File: src/rtl/sccb_pkg.sv
// Shared definitions for the SCCB master sequencer.
//   state_t    : sequencer FSM states
//   phase_t    : which 9-bit phase of a transaction is on the bus
//   phase_byte : byte transmitted (MSB first) during a given phase
package sccb_pkg;

    typedef enum logic [2:0] {
        IDLE,
        START_WAIT,
        START_HOLD,
        BIT,
        STOP_LOW,
        STOP_HIGH,
        DONE
    } state_t;

    typedef enum logic [2:0] {
        PH_ID_W,
        PH_ADDR,
        PH_DATA,
        PH_ID_R,
        PH_RDATA
    } phase_t;

    localparam logic SCCB_WRITE_BIT = 1'b0;
    localparam logic SCCB_READ_BIT  = 1'b1;
    localparam logic NA_BIT         = 1'b1;

    // The read-data phase transmits nothing; its byte is never driven.
    function automatic logic [7:0] phase_byte(
        input phase_t     ph,
        input logic [6:0] id,
        input logic [7:0] addr,
        input logic [7:0] wdata
    );
        logic [7:0] b;
        b = 8'h00;
        case (ph)
            PH_ID_W: b = {id, SCCB_WRITE_BIT};
            PH_ADDR: b = addr;
            PH_DATA: b = wdata;
            PH_ID_R: b = {id, SCCB_READ_BIT};
            default: b = 8'h00;
        endcase
        return b;
    endfunction

endpackage

File: src/rtl/sccb_edge_detect.sv
// Registers the divider's sccb_clk and flags its edges, one clk wide.
//   clk, resetn : system clock, async active-low reset
//   sccb_clk    : divider SCCB clock (idles high)
//   rise, fall  : one-cycle edge strobes
module sccb_edge_detect (
    input  logic clk,
    input  logic resetn,
    input  logic sccb_clk,
    output logic rise,
    output logic fall
);

    logic sclk_q;

    // Reset to 1 so a bus that comes out of reset high shows no false edge.
    always_ff @(posedge clk or negedge resetn) begin
        if (!resetn) sclk_q <= 1'b1;
        else         sclk_q <= sccb_clk;
    end

    assign rise = sccb_clk & ~sclk_q;
    assign fall = ~sccb_clk & sclk_q;

endmodule

File: src/rtl/sccb_master_ctrl.sv
// SCCB transaction sequencer. Takes one register write or read per
// valid/ready handshake and drives SIOC/SIOD with start, stop and 9th-bit
// handling, paced by the sibling divider's sccb_clk and mid_pulse.
//   clk, resetn         : system clock, async active-low reset
//   sccb_clk, mid_pulse : divider clock and mid-low strobe
//   req_*               : request handshake (rw, 7-bit id, addr, wdata)
//   rsp_valid, rd_data  : completion pulse and read byte
//   busy                : transaction in progress
//   sioc, siod_out, siod_oe, siod_in : SCCB pad signals
module sccb_master_ctrl
    import sccb_pkg::*;
#(
    parameter bit RELEASE_DC = 1'b1
) (
    input  logic       clk,
    input  logic       resetn,
    input  logic       sccb_clk,
    input  logic       mid_pulse,
    input  logic       req_valid,
    output logic       req_ready,
    input  logic       req_rw,
    input  logic [6:0] req_id,
    input  logic [7:0] req_addr,
    input  logic [7:0] req_wdata,
    output logic       rsp_valid,
    output logic [7:0] rd_data,
    output logic       busy,
    output logic       sioc,
    output logic       siod_out,
    output logic       siod_oe,
    input  logic       siod_in
);

    logic sclk_rise, sclk_fall;

    sccb_edge_detect u_edge (
        .clk      (clk),
        .resetn   (resetn),
        .sccb_clk (sccb_clk),
        .rise     (sclk_rise),
        .fall     (sclk_fall)
    );

    state_t     state_reg, state_next;
    phase_t     phase_reg, phase_next;
    logic [3:0] bit_idx_reg, bit_idx_next;
    logic       rw_reg, rw_next;
    logic [6:0] id_reg, id_next;
    logic [7:0] addr_reg, addr_next;
    logic [7:0] wdata_reg, wdata_next;
    logic [7:0] rd_shift_reg, rd_shift_next;
    logic       rd_pending_reg, rd_pending_next;
    logic       sioc_reg, sioc_next;
    logic       siod_out_reg, siod_out_next;
    logic       siod_oe_reg, siod_oe_next;
    logic       req_ready_reg, req_ready_next;
    logic       busy_reg, busy_next;
    logic       rsp_valid_reg, rsp_valid_next;
    logic [7:0] rd_data_reg, rd_data_next;

    logic [7:0] tx_byte;
    logic [2:0] tx_sel;

    assign tx_byte = phase_byte(phase_reg, id_reg, addr_reg, wdata_reg);
    // bit_idx 8..1 maps to byte bit 7..0 (8 wraps to 0, minus one gives 7).
    assign tx_sel  = bit_idx_reg[2:0] - 3'd1;

    always_ff @(posedge clk or negedge resetn) begin
        if (!resetn) begin
            state_reg      <= IDLE;
            phase_reg      <= PH_ID_W;
            bit_idx_reg    <= 4'd0;
            rw_reg         <= 1'b0;
            id_reg         <= 7'd0;
            addr_reg       <= 8'd0;
            wdata_reg      <= 8'd0;
            rd_shift_reg   <= 8'd0;
            rd_pending_reg <= 1'b0;
            sioc_reg       <= 1'b1;
            siod_out_reg   <= 1'b1;
            siod_oe_reg    <= 1'b1;
            req_ready_reg  <= 1'b1;
            busy_reg       <= 1'b0;
            rsp_valid_reg  <= 1'b0;
            rd_data_reg    <= 8'd0;
        end else begin
            state_reg      <= state_next;
            phase_reg      <= phase_next;
            bit_idx_reg    <= bit_idx_next;
            rw_reg         <= rw_next;
            id_reg         <= id_next;
            addr_reg       <= addr_next;
            wdata_reg      <= wdata_next;
            rd_shift_reg   <= rd_shift_next;
            rd_pending_reg <= rd_pending_next;
            sioc_reg       <= sioc_next;
            siod_out_reg   <= siod_out_next;
            siod_oe_reg    <= siod_oe_next;
            req_ready_reg  <= req_ready_next;
            busy_reg       <= busy_next;
            rsp_valid_reg  <= rsp_valid_next;
            rd_data_reg    <= rd_data_next;
        end
    end

    always_comb begin
        state_next      = state_reg;
        phase_next      = phase_reg;
        bit_idx_next    = bit_idx_reg;
        rw_next         = rw_reg;
        id_next         = id_reg;
        addr_next       = addr_reg;
        wdata_next      = wdata_reg;
        rd_shift_next   = rd_shift_reg;
        rd_pending_next = rd_pending_reg;
        siod_out_next   = siod_out_reg;
        siod_oe_next    = siod_oe_reg;
        req_ready_next  = req_ready_reg;
        busy_next       = busy_reg;
        rsp_valid_next  = 1'b0;
        rd_data_next    = rd_data_reg;
        // SIOC only toggles while bits or the stop setup are on the bus.
        sioc_next       = (state_reg == BIT || state_reg == STOP_LOW) ? sccb_clk : 1'b1;

        case (state_reg)
            IDLE: begin
                req_ready_next = 1'b1;
                if (req_valid && req_ready_reg) begin
                    rw_next         = req_rw;
                    id_next         = req_id;
                    addr_next       = req_addr;
                    wdata_next      = req_wdata;
                    req_ready_next  = 1'b0;
                    busy_next       = 1'b1;
                    phase_next      = PH_ID_W;
                    rd_pending_next = 1'b0;
                    state_next      = START_WAIT;
                end
            end
            START_WAIT: begin
                // SIOD falls while SIOC is held high: start condition.
                if (sclk_rise) begin
                    siod_out_next = 1'b0;
                    siod_oe_next  = 1'b1;
                    state_next    = START_HOLD;
                end
            end
            START_HOLD: begin
                if (sclk_fall) begin
                    bit_idx_next = 4'd8;
                    state_next   = BIT;
                end
            end
            BIT: begin
                if (mid_pulse) begin
                    if (bit_idx_reg != 4'd0) begin
                        if (phase_reg == PH_RDATA) begin
                            siod_out_next = 1'b1;
                            siod_oe_next  = 1'b0;
                        end else begin
                            siod_out_next = tx_byte[tx_sel];
                            siod_oe_next  = 1'b1;
                        end
                    end else if (phase_reg == PH_RDATA) begin
                        siod_out_next = NA_BIT;
                        siod_oe_next  = 1'b1;
                    end else if (RELEASE_DC) begin
                        siod_out_next = 1'b1;
                        siod_oe_next  = 1'b0;
                    end else begin
                        siod_out_next = 1'b0;
                        siod_oe_next  = 1'b1;
                    end
                end
                if (sclk_rise && phase_reg == PH_RDATA && bit_idx_reg != 4'd0) begin
                    rd_shift_next = {rd_shift_reg[6:0], siod_in};
                end
                if (sclk_fall) begin
                    if (bit_idx_reg != 4'd0) begin
                        bit_idx_next = bit_idx_reg - 4'd1;
                    end else begin
                        bit_idx_next = 4'd8;
                        case (phase_reg)
                            PH_ID_W: phase_next = PH_ADDR;
                            PH_ADDR: begin
                                if (rw_reg) begin
                                    // Read: close the address write, restart later.
                                    rd_pending_next = 1'b1;
                                    state_next      = STOP_LOW;
                                end else begin
                                    phase_next = PH_DATA;
                                end
                            end
                            PH_ID_R: phase_next = PH_RDATA;
                            default: state_next = STOP_LOW;
                        endcase
                    end
                end
            end
            STOP_LOW: begin
                if (mid_pulse) begin
                    siod_out_next = 1'b0;
                    siod_oe_next  = 1'b1;
                end
                if (sclk_rise) state_next = STOP_HIGH;
            end
            STOP_HIGH: begin
                // SIOD rises while SIOC is held high: stop condition.
                if (sclk_fall) begin
                    siod_out_next = 1'b1;
                    if (rd_pending_reg) begin
                        rd_pending_next = 1'b0;
                        phase_next      = PH_ID_R;
                        state_next      = START_WAIT;
                    end else begin
                        state_next = DONE;
                    end
                end
            end
            DONE: begin
                rsp_valid_next = 1'b1;
                if (rw_reg) rd_data_next = rd_shift_reg;
                busy_next      = 1'b0;
                req_ready_next = 1'b1;
                state_next     = IDLE;
            end
            default: state_next = IDLE;
        endcase
    end

    assign req_ready = req_ready_reg;
    assign busy      = busy_reg;
    assign rsp_valid = rsp_valid_reg;
    assign rd_data   = rd_data_reg;
    assign sioc      = sioc_reg;
    assign siod_out  = siod_out_reg;
    assign siod_oe   = siod_oe_reg;

endmodule

File: config.mk
export PLATFORM = sky130hd
export DESIGN_NAME = sccb_master_ctrl
export DESIGN_NICKNAME = d
export VERILOG_FILES = /design/src/rtl/sccb_pkg.sv /design/src/rtl/sccb_edge_detect.sv /design/src/rtl/sccb_master_ctrl.sv
export SDC_FILE = /design/constraint.sdc
export NUM_CORES = 1
export LEC_CHECK = 0
export CAP_MARGIN = 20
export CORE_MARGIN = 10
export CORE_UTILIZATION = 49
export CTS_CLUSTER_SIZE = 14
export DETAILED_ROUTE_END_ITERATION = 7
export GPL_ROUTABILITY_DRIVEN = 1
export PLACE_DENSITY = 0.76
export SKIP_CTS_REPAIR_TIMING = 1
export SKIP_LAST_GASP = 1
export SLEW_MARGIN = 20
export SYNTH_ARGS = -nofsm -noshare
export SYNTH_HDL_FRONTEND = slang
export SYNTH_SLANG_ARGS = --single-unit
File: constraint.sdc
create_clock -name clk -period 2.2 [get_ports clk]
set_input_delay 0.44 -clock clk [delete_from_list [all_inputs] [get_ports clk]]
set_output_delay 0.44 -clock clk [all_outputs]
set_load 0.05 [all_outputs]
Word-level counts from Yosys, hierarchy flattened
Cells that the tools add are included.
Storage, ports and cells
  bits in registers: 58
  input bits: 30
  output and inout bits: 14
  logic and storage cells: 126
Operators by class
  add/sub/neg operators: 2
  magnitude comparators: 1
  equal/unequal tests: 26
  mux-type cells: 53
  bitwise operators: 4
  reduce and logical (&&, ||, !) cells: 23
Operator list (number)
  $mux W3: 15
  $pmux W8 S4: 1
  $ne A2 B2 Y1 const B: 12
  $mux W1: 23
  $pmux W3 S3: 2
  $pmux W3 S6: 1
  $eq A3 B2 Y1 const B: 4
  $eq A3 B3 Y1 const B: 4
  $mux W4: 3
  $reduce_and A9 Y1: 1
  $pmux W4 S2: 1
  $reduce_and A2 Y1: 4
  $reduce_and A8 Y1: 1
  $reduce_bool A4 Y1: 2
  $reduce_and A7 Y1: 1
  $eq A3 B1 Y1 const B: 2
  $logic_not A3 Y1: 2
  $ne A3 B3 Y1 const B: 2
  $pmux W1 S3: 2
  $pmux W3 S2: 1
  $reduce_bool A3 Y1: 2
  $reduce_and A5 Y1: 1
  $lt A3 B4 Y1 const B: 1
  $ne A4 B1 Y1 const B: 1
  other kinds (14): 20

Longest topological paths before layout
Gate-level depths: netlist (run 1).
  word-level depth: 8
  gate-level depth with buffers: 8
  mapped depth without buffers: 8

Hierarchy
From an unflattened synthesis (run 1), not the netlist that was laid out.
Unflattened totals
  cell total of the unflattened synthesis: 256
  area total of the unflattened synthesis: 2945.3 µm²
Modules (own cells, without submodules)
  sccb_master_ctrl: instances 1, cells an instance 253, area an instance 2904.0 µm², sequential area each 1431.4 µm²
  sccb_edge_detect: instances 1, cells an instance 3, area an instance 41.3 µm², sequential area each 26.3 µm²

Worst setup path after synthesis (run 1)
OpenSTA, ideal clock, no wires.
  path type: register -> register
  from: reg req_ready_reg (netlist: req_ready)
  to: reg addr_reg[0]
  setup time: 0.125 ns
  data arrival time: 1.975 ns
  data required time: 2.075 ns
  slack: 0.100 ns
  cell stages (with the launch flop): 6
  buffers on the path: 2
  clock period less this slack: 2.100 ns
  path through: dfstp_2 -> nor4bb_1 -> and2_1 -> buf_2 -> buf_2 -> mux2_2
On the way
  longest elaborated chain between the ends: 2
Ends and longest elaborated chain
  start: declaration: RTL line sccb_master_ctrl.sv:56  | logic req_ready_reg, req_ready_next;
  start signal: assignment: RTL line sccb_master_ctrl.sv:99  | req_ready_reg <= req_ready_next;
  $logic_and A1 B1 Y1: RTL line sccb_master_ctrl.sv:128  | if (req_valid && req_ready_reg) begin
  $reduce_and A2 Y1 (no source line)
  end signal: assignment: RTL line sccb_master_ctrl.sv:92  | addr_reg <= addr_next;
  end: declaration: RTL line sccb_master_ctrl.sv:49  | logic [7:0] addr_reg, addr_next;
No other way between the ends.
A chain may end at the register's enable or synchronous reset.

Worst setup path after layout (run 1)
  from: reg siod_oe_reg (netlist: siod_oe)
  to: out siod_oe
RTL lines
  start: declaration: RTL line sccb_master_ctrl.sv:55  | logic siod_oe_reg, siod_oe_next;
  start signal: assignment: RTL line sccb_master_ctrl.sv:98  | siod_oe_reg <= siod_oe_next;
  end: declaration: RTL line sccb_master_ctrl.sv:30  | output logic siod_oe,
No word-level cell between the ends.

==> results of run 1 <==
[through the flow]
stage	hold slack, ns	cell area (um2)	setup TNS, ns
2_1_floorplan	0.144	2910	0
3_3_place_gp	0.453	3510	-0.0814
3_5_place_dp	0.459	3510	-0.403
4_1_cts	0.0775	3740	0
5_1_grt	0.0979	3740	0
6_report	0.0754	3740	0
[per-layer routing]
metal	GRT usage [%]	vias to the layer above	share of wire (%)
li1	-	1032	-
met4	6.02	0	1.1
met5	0	-	0
met3	5.33	5	5.0
met2	24.2	44	51
met1	17.3	1040	43
[logic make-up after synthesis]
family | after synthesis | share of synthesized area (%)
simple gates | 62 | 12.6
xor+xnor | 2 | 0.602
mux | 54 | 20.8
compound gates | 49 | 12.2
fa+ha+maj | 2 | 0.859
buf+inv | 18 | 2.84
flops | 58 | 50.1
[layout make-up]
| class | instances | area, um2 |
|---|---|---|
| Clock buffer | 9 | 124 |
| Clock inverter | 7 | 103 |
| Fill cell | 440 | 2110 |
| Inverter | 8 | 30.0 |
| Multi-Input combinational cell | 169 | 1370 |
| Sequential cell | 58 | 1460 |
| Tap cell | 75 | 93.8 |
| Timing Repair Buffer | 60 | 561 |
[synth_stat cells (all sizes together), types with 2 or more instances]
cell type  number
a211oi          2
a21oi           7
a221oi          4
a22oi           3
a2bb2oi         2
a31oi           2
and2b           3
buf             8
clkbuf          2
dfrtp          53
dfstp           5
ha              2
inv             8
mux2           42
mux2i          11
nand2          17
nand2b          3
nand3           6
nor2           11
nor2b           3
nor3            4
nor4            3
o2111ai         2
o21ai          15
or3             3
xnor2           2
[power by group]
part	switching, W	internal, W
logic	0.00106	0.000985
registers	0.000304	0.00143
clock network	0.000461	0.000646
[worst min path at each step]
stage	to	slack [ns]	depth (start not counted)
2_1_floorplan	addr_reg[0]$_DFFE_PN0P_	0.14	0
3_3_place_gp	state_reg[0]$_DFFE_PN0P_	0.45	1
3_5_place_dp	state_reg[0]$_DFFE_PN0P_	0.46	1
4_1_cts	rd_pending_reg$_DFFE_PN0P_	0.08	1
5_1_grt	rd_data[7]$_DFFE_PN0P_	0.1	1
6_report	rd_data[7]$_DFFE_PN0P_	0.08	1
==> flow_results.org, run 1 <==
** Synth
- The number of different library cells used by synthesis comes to 57.
- Synthesis produced a netlist with a net count of 277.
- Yosys mapped a number of flops with a built-in enable equal to 0.
- Synth area leaders :: sky130_fd_sc_hd__dfrtp_1 (46%), sky130_fd_sc_hd__mux2_2 (16%), sky130_fd_sc_hd__dfstp_2 (4.5%)
- Post-synth ARST share :: 100%
- The average instance in the mapped netlist occupies 11.9 um2.
- The synthesized netlist occupies a cell area of 0.00291 mm2.
- After synthesis, the largest area contributor takes up 45.6% of total cell area.
- During synthesis, Yosys emitted a total of 0 warnings.
- Total of flip-flops plus latches after synthesis :: 58
- The share of the Yosys chip area taken by registers is 50.1%.
- Synth Instances :: 245
- Main flop type after synthesis :: sky130_fd_sc_hd__dfrtp_1
- The largest total area in the synthesized netlist belongs to sky130_fd_sc_hd__dfrtp_1.

** Layout
- The library cell used most frequently in the layout, excluding fill and tap cells, is sky130_fd_sc_hd__dfrtp_1.
- Post-layout nets :: 338
- Commonest cells after routing, fill and taps aside :: sky130_fd_sc_hd__dfrtp_1 (53), sky130_fd_sc_hd__mux2_2 (42), sky130_fd_sc_hd__clkdlybuf4s50_1 (40), sky130_fd_sc_hd__buf_4 (18), sky130_fd_sc_hd__nand2_1 (16)
- Ant. Diodes :: 0
- Compared with the post-synthesis result, the final layout area differs by 28.4%.
- Excluding fillers, the count of instances in the completed layout stands at 386.
- Fraction of final layout cells sized beyond drive strength 1 :: 31.2%
- Cells fill 63.9% of the core in the end.

** Global routing
- Antenna violations before repair :: 0
- The first global-routing pass estimated 11,500 um of wire.
- Via count of the first global-routing pass :: 2,336
- Total Routing Usage GR :: 14.9%
- Residual overflow from global routing :: 0
- Largest net degree at the start of global routing :: 26

** Power and ir drop
- Overall power consumption after layout is estimated at 0.00489 W.
- For this design the static power due to leakage is 1.62 nW.
- IR analysis of the VDD net gives a maximum drop of 0.00103 V.
- Power per Cell Area :: 1310 mW/mm2

** Worst hold path
- The tightest min-delay check is of the in -> async type.

** Floorplanning
- Floorplan die height :: 97.1 um
- Die Footprint :: 0.00943 mm2
- Std-Cell Core Area :: 0.00585 mm2
- Initial standard-cell utilization of the core :: 49.8%
- Row Count :: 28
- Pin placement for this block handled 44 I/O pins.
- Chip Width :: 97.1 um

** Clock tree
- TritonCTS built the clock tree.
- The number of clock buffers added by TritonCTS is 9.
- Sink count of the clock tree :: 58
- In this run the deepest clock path goes through 2 buffers.
- CTS placed an instance of sky130_fd_sc_hd__clkbuf_8 at the clock tree root.
- Clock transition at the registers of the reported paths :: 0.07 ns
- Count of H-tree levels built during CTS :: 3
- Source-to-sink clock delay at the later pin of the worst-skew pair :: 0.35 ns

** Timing
- Final number of setup-violating endpoints :: 0
- Post-route clock skew :: 0.00989 ns
- The clock period could shrink to 2.12 ns.
- In the finished design, the share of the clock period the worst path needs comes to 96.2%.
- Unrepaired setup endpoints after global routing :: no
- Timing would allow up to 473 MHz.
- Setup slack closes at 0.0845 ns.
- The final-report max-slew violation count is 0.
- The worst pin sits at a relative slew slack of 63.1%.
- Final Hold Violating Endpoints :: 0
- Transition time of the tightest slew-check pin :: 0.553 ns

** Detailed routing
- In the routed design, unresolved DRC markers number 0.
- Iteration-0 DRC count of the detailed router :: 103
- The routed layout has 2,121 vias.
- The pre-antenna-repair detailed-routing pass consisted of 4 iterations.
- Wirelength per Cell :: 17.0 um
- Via density :: 5.49
- Post-detailed-route count of antenna-violating nets :: 0
- Detailed Route WL :: 6560 um

** Placed design
- Sum of net half-perimeters after detailed placement :: 4840 um
- Once placement completed, the tool counted placed cells totaling 370.
- Setup WS pre-CTS :: -0.167 ns
- Placer's final routability congestion estimate :: 0.906
- I/O Buffers :: 43

** Critical path
- Largest stage delay, worst path :: 0.80 ns
- Following the worst setup path forward leads to its endpoint at siod_oe.
- Counting both buffers and inverters, the worst setup path holds a total of 1.
- At the worst endpoint, the arrival time is 1.68 ns.
- The worst register-to-register path begins at bit_idx_reg[1]$_DFFE_PN0P_.
- In this design, the largest share of critical-path delay is due to buffers and inverters.
- The worst register-to-register path ends at siod_out$_DFFE_PN1P_.
- Of all nets on the critical path, the largest fanout is 2.
- In this run the number of cells on the critical path is 1.
- The critical path starts at siod_oe$_DFFE_PN1P_.
- The critical path goes through clkdlybuf4s50_1.
- STA classifies the critical path endpoint as an output pin.
- Worst reg-to-reg setup slack :: 0.12 ns
- Worst-case reg-to-reg path depth :: 8
- For the worst setup path, the data required time is 1.76 ns.
- Max stage delay cell, worst path :: sky130_fd_sc_hd__clkdlybuf4s50_1
- The critical path is of the reg -> out type.
- Worst setup SP type :: flip-flop

** Outcome
- Outcome :: completed

** Flow run
- Max-cap violations in this run came to 0.
(Power assumes the default switching activity.)
==> inputs of run 2 (changes only) <==
Settings changed: GPL_ROUTABILITY_DRIVEN 1 to 0.
==> results of run 2 <==
Final layout, timing and power as in run 1 (identical DEF).
==> inputs of run 3 (changes only) <==
Settings changed: CORE_MARGIN 10 to 4, GPL_TIMING_DRIVEN set to 1.
==> run 3 against run 2 <==
Non-clock buffer count increased by 2. Cell area is 0.54% higher. Total power fell by 0.39%. Clock skew down 0.0034 ns. Worst hold slack worse by 0.041 ns. Count of clock-buffer cells in the layout did not move. Flip-flop and latch count stayed put. Final cell count shrank 0.26%. Via count rose by 1.9%. Highest routed layer unchanged.
==> flow_results.org, run 3 (same netlist as run 1, synthesis figures left out) <==
** Outcome
- The run finished with clean final reports.

** Global routing
- Antenna violations before repair :: 0
- The via count of the first global-routing pass is 2,268.
- Largest net degree at the start of global routing :: 43
- Residual overflow from global routing :: 0
- Across every metal layer, demand over resource in global routing totals 18.3%.
- The first global-routing pass estimated 10,500 um of wire.

** Timing
- Final Hold Violating Endpoints :: 0
- Final number of max-transition violations :: 0
- For this run, the top clock speed supported by timing is 471 MHz.
- The clock period could shrink to 2.13 ns.
- Post-route clock skew :: 0.00649 ns
- Setup violations remaining at the end of the flow were counted as 0.
- Unrepaired setup endpoints after global routing :: no
- Transition time of the tightest slew-check pin :: 0.516 ns
- After layout, the worst path uses 96.6% of the clock period.
- Hold timing on the final database bottoms out at a slack of 0.0346 ns.
- In the final timing run, aggregate negative setup slack is 0 ns.
- The worst pin sits at a relative slew slack of 65.5%.

** Floorplanning
- The floorplan step set the die width to 85.1 um.
- 44 I/O pins were placed.
- The floorplan step defined a die boundary enclosing 0.00724 mm2.
- Initial standard-cell utilization of the core :: 51.6%
- The floorplan has 27 rows.
- Std-Cell Core Area :: 0.00564 mm2
- The die is 85.1 um tall.

** Layout
- In the final layout, the share of cells above drive strength 1 is 31.0%.
- Leaving out fill and tap cells, the most frequent cells in the layout are sky130_fd_sc_hd__dfrtp_1 (53), sky130_fd_sc_hd__mux2_2 (42), sky130_fd_sc_hd__clkdlybuf4s50_1 (42), sky130_fd_sc_hd__buf_4 (17), sky130_fd_sc_hd__nand2_1 (16).
- Finished Cell Area :: 0.00376 mm2
- At the end of the flow the core is filled with cells to 66.6%.
- After the last flow step, the layout net total stands at 340.
- Most common library cell in the layout ignoring fill and taps :: sky130_fd_sc_hd__dfrtp_1
- From synthesis to final layout, the design area changed by 29.1%.
- The number of antenna diodes in the final layout is 0.
- The layout has 440 filler cells.

** Detailed routing
- The count of nets left with antenna violations once routing finished came out at 0.
- Wirelength per Cell :: 15.8 um
- Via count :: 2,162
- After detailed routing, the number of vias per cell comes to 5.62.
- After detailed routing, the number of remaining DRC violations is 0.
- Detailed Route WL :: 6090 um
- In this run, the number of DRC markers left after iteration 0 of detailed routing was 167.
- The first TritonRoute pass finished after 4 iterations.

** Critical path
- The endpoint identified for the worst register-to-register timing path is state_reg[1]$_DFFE_PN0P_.
- Kind of cell with the highest combined delay on the critical path :: buffers and inverters
- At the worst endpoint, the required time is 1.76 ns.
- Worst reg-to-reg setup slack :: 0.14 ns
- The slowest stage of the critical path is the sky130_fd_sc_hd__clkdlybuf4s50_1 cell.
- Worst Path Max Fanout :: 4
- Source of the critical timing path :: req_ready$_DFFE_PN1P_
- R2R Path Start :: phase_reg[0]$_DFFE_PN0P_
- Critical path endpoint :: req_ready
- The setup path with the least slack is of type reg -> out.
- The worst register-to-register path has a depth of 6.
- Walking the worst path, the cells encountered are clkdlybuf4s50_1.
- Data arrives at the worst endpoint at 1.69 ns.
- Worst setup SP type :: flip-flop
- STA classifies the critical path endpoint as an output pin.
- Together, buffers and inverters on the worst path number 1.
- Number of logic stages on the critical path including buffering :: 1
- Largest stage delay, worst path :: 0.80 ns

** Worst hold path
- Path class of the lowest-slack min-delay path :: in -> async

** Placed design
- Placed Instance Area :: 0.00354 mm2
- Sum of net half-perimeters after detailed placement :: 4370 um
- I/O Buffers :: 43

** Power and ir drop
- Power per Cell Area :: 1300 mW/mm2
- VDD IR-drop max :: 0.000756 V
- In this run the static leakage power is 1.62 nW.

** Clock tree
- Number of buffers added by the clock tree synthesis step :: 9
- For the worst-skew pair, the clock arrives at the later sink with an insertion delay of 0.33 ns.
- TritonCTS built the clock tree.
- Sink count of the clock tree :: 58
- CTS built an H-tree with a depth of 3.
- Clk buf depth :: 2
- Clock transition at the registers of the reported paths :: 0.07 ns
- The tree is rooted in a sky130_fd_sc_hd__clkbuf_8.

** Flow run
- Max Cap Violations :: 0
==> run 3: cell count changes in the layout (fill, tap and decap cells not counted), sizes merged <==
cell           previous run  this run
clkinvlp                  1         2
inv                       9         8
clkdlybuf4s50            40        42
==> run 3: power by group <==
group	total (W)	leakage (nW)	internal, W	switching [W]
Clock	0.00107	0.105	0.000635	0.000440
Sequential	0.00174	0.731	0.00143	0.000306
Combinational	0.00206	0.787	0.00101	0.00106
Total	0.00487	1.62	0.00307	0.00180
==> run 3: area by class of cell <==
class	instances	area, um2	share of cell area (%)
Tap cell	72	90.1	2.40
Clock buffer	9	124	3.29
Timing Repair Buffer	62	593	15.8
Inverter	8	30.0	0.799
Multi-Input combinational cell	169	1370	36.5
Clock inverter	7	93.8	2.50
Sequential cell	58	1460	38.8
==> run 3: worst min-delay path by stage <==
stage,startpoint,end,slack [ns]
2_1_floorplan,resetn,addr_reg[0]$_DFFE_PN0P_,0.14
3_3_place_gp,resetn,addr_reg[3]$_DFFE_PN0P_,0.39
3_5_place_dp,resetn,addr_reg[2]$_DFFE_PN0P_,0.39
4_1_cts,resetn,id_reg[2]$_DFFE_PN0P_,0.04
5_1_grt,resetn,addr_reg[2]$_DFFE_PN0P_,0.06
6_report,resetn,addr_reg[2]$_DFFE_PN0P_,0.03
==> run 3: layer usage <==
layer / wire length [um] / GRT usage, % / part of all wire, % / up-vias
li1: - / - / - / 1032
met1: 2660 / 23.9 / 44 / 1074
met2: 3090 / 29.9 / 51 / 49
met3: 270 / 3.69 / 4.4 / 7
met4: 75 / 7.48 / 1.2 / 0
met5: 0 / 0 / 0 / -
==> run 3: stage by stage <==
stage / worst slack (ns) / cells / total power [W]
after global placement: 0.00707 / 369 / 0.00374
final: 0.0749 / 385 / 0.00487
after detailed placement: -0.0315 / 369 / 0.00380
after global routing: 0.0192 / 385 / 0.00518
after CTS: 0.0630 / 385 / 0.00491
after floorplan: 0.100 / 245 / 0.00318
==> run 3: worst register-to-register path, cell delays in order (launching register included) <==
cell                        delay, ns
sky130_fd_sc_hd__dfrtp_1         0.52
sky130_fd_sc_hd__and2b_1         0.30
sky130_fd_sc_hd__a211oi_2        0.32
sky130_fd_sc_hd__o2111ai_2       0.21
sky130_fd_sc_hd__nand3_1         0.18
sky130_fd_sc_hd__mux2i_1         0.08
sky130_fd_sc_hd__a221o_2         0.32
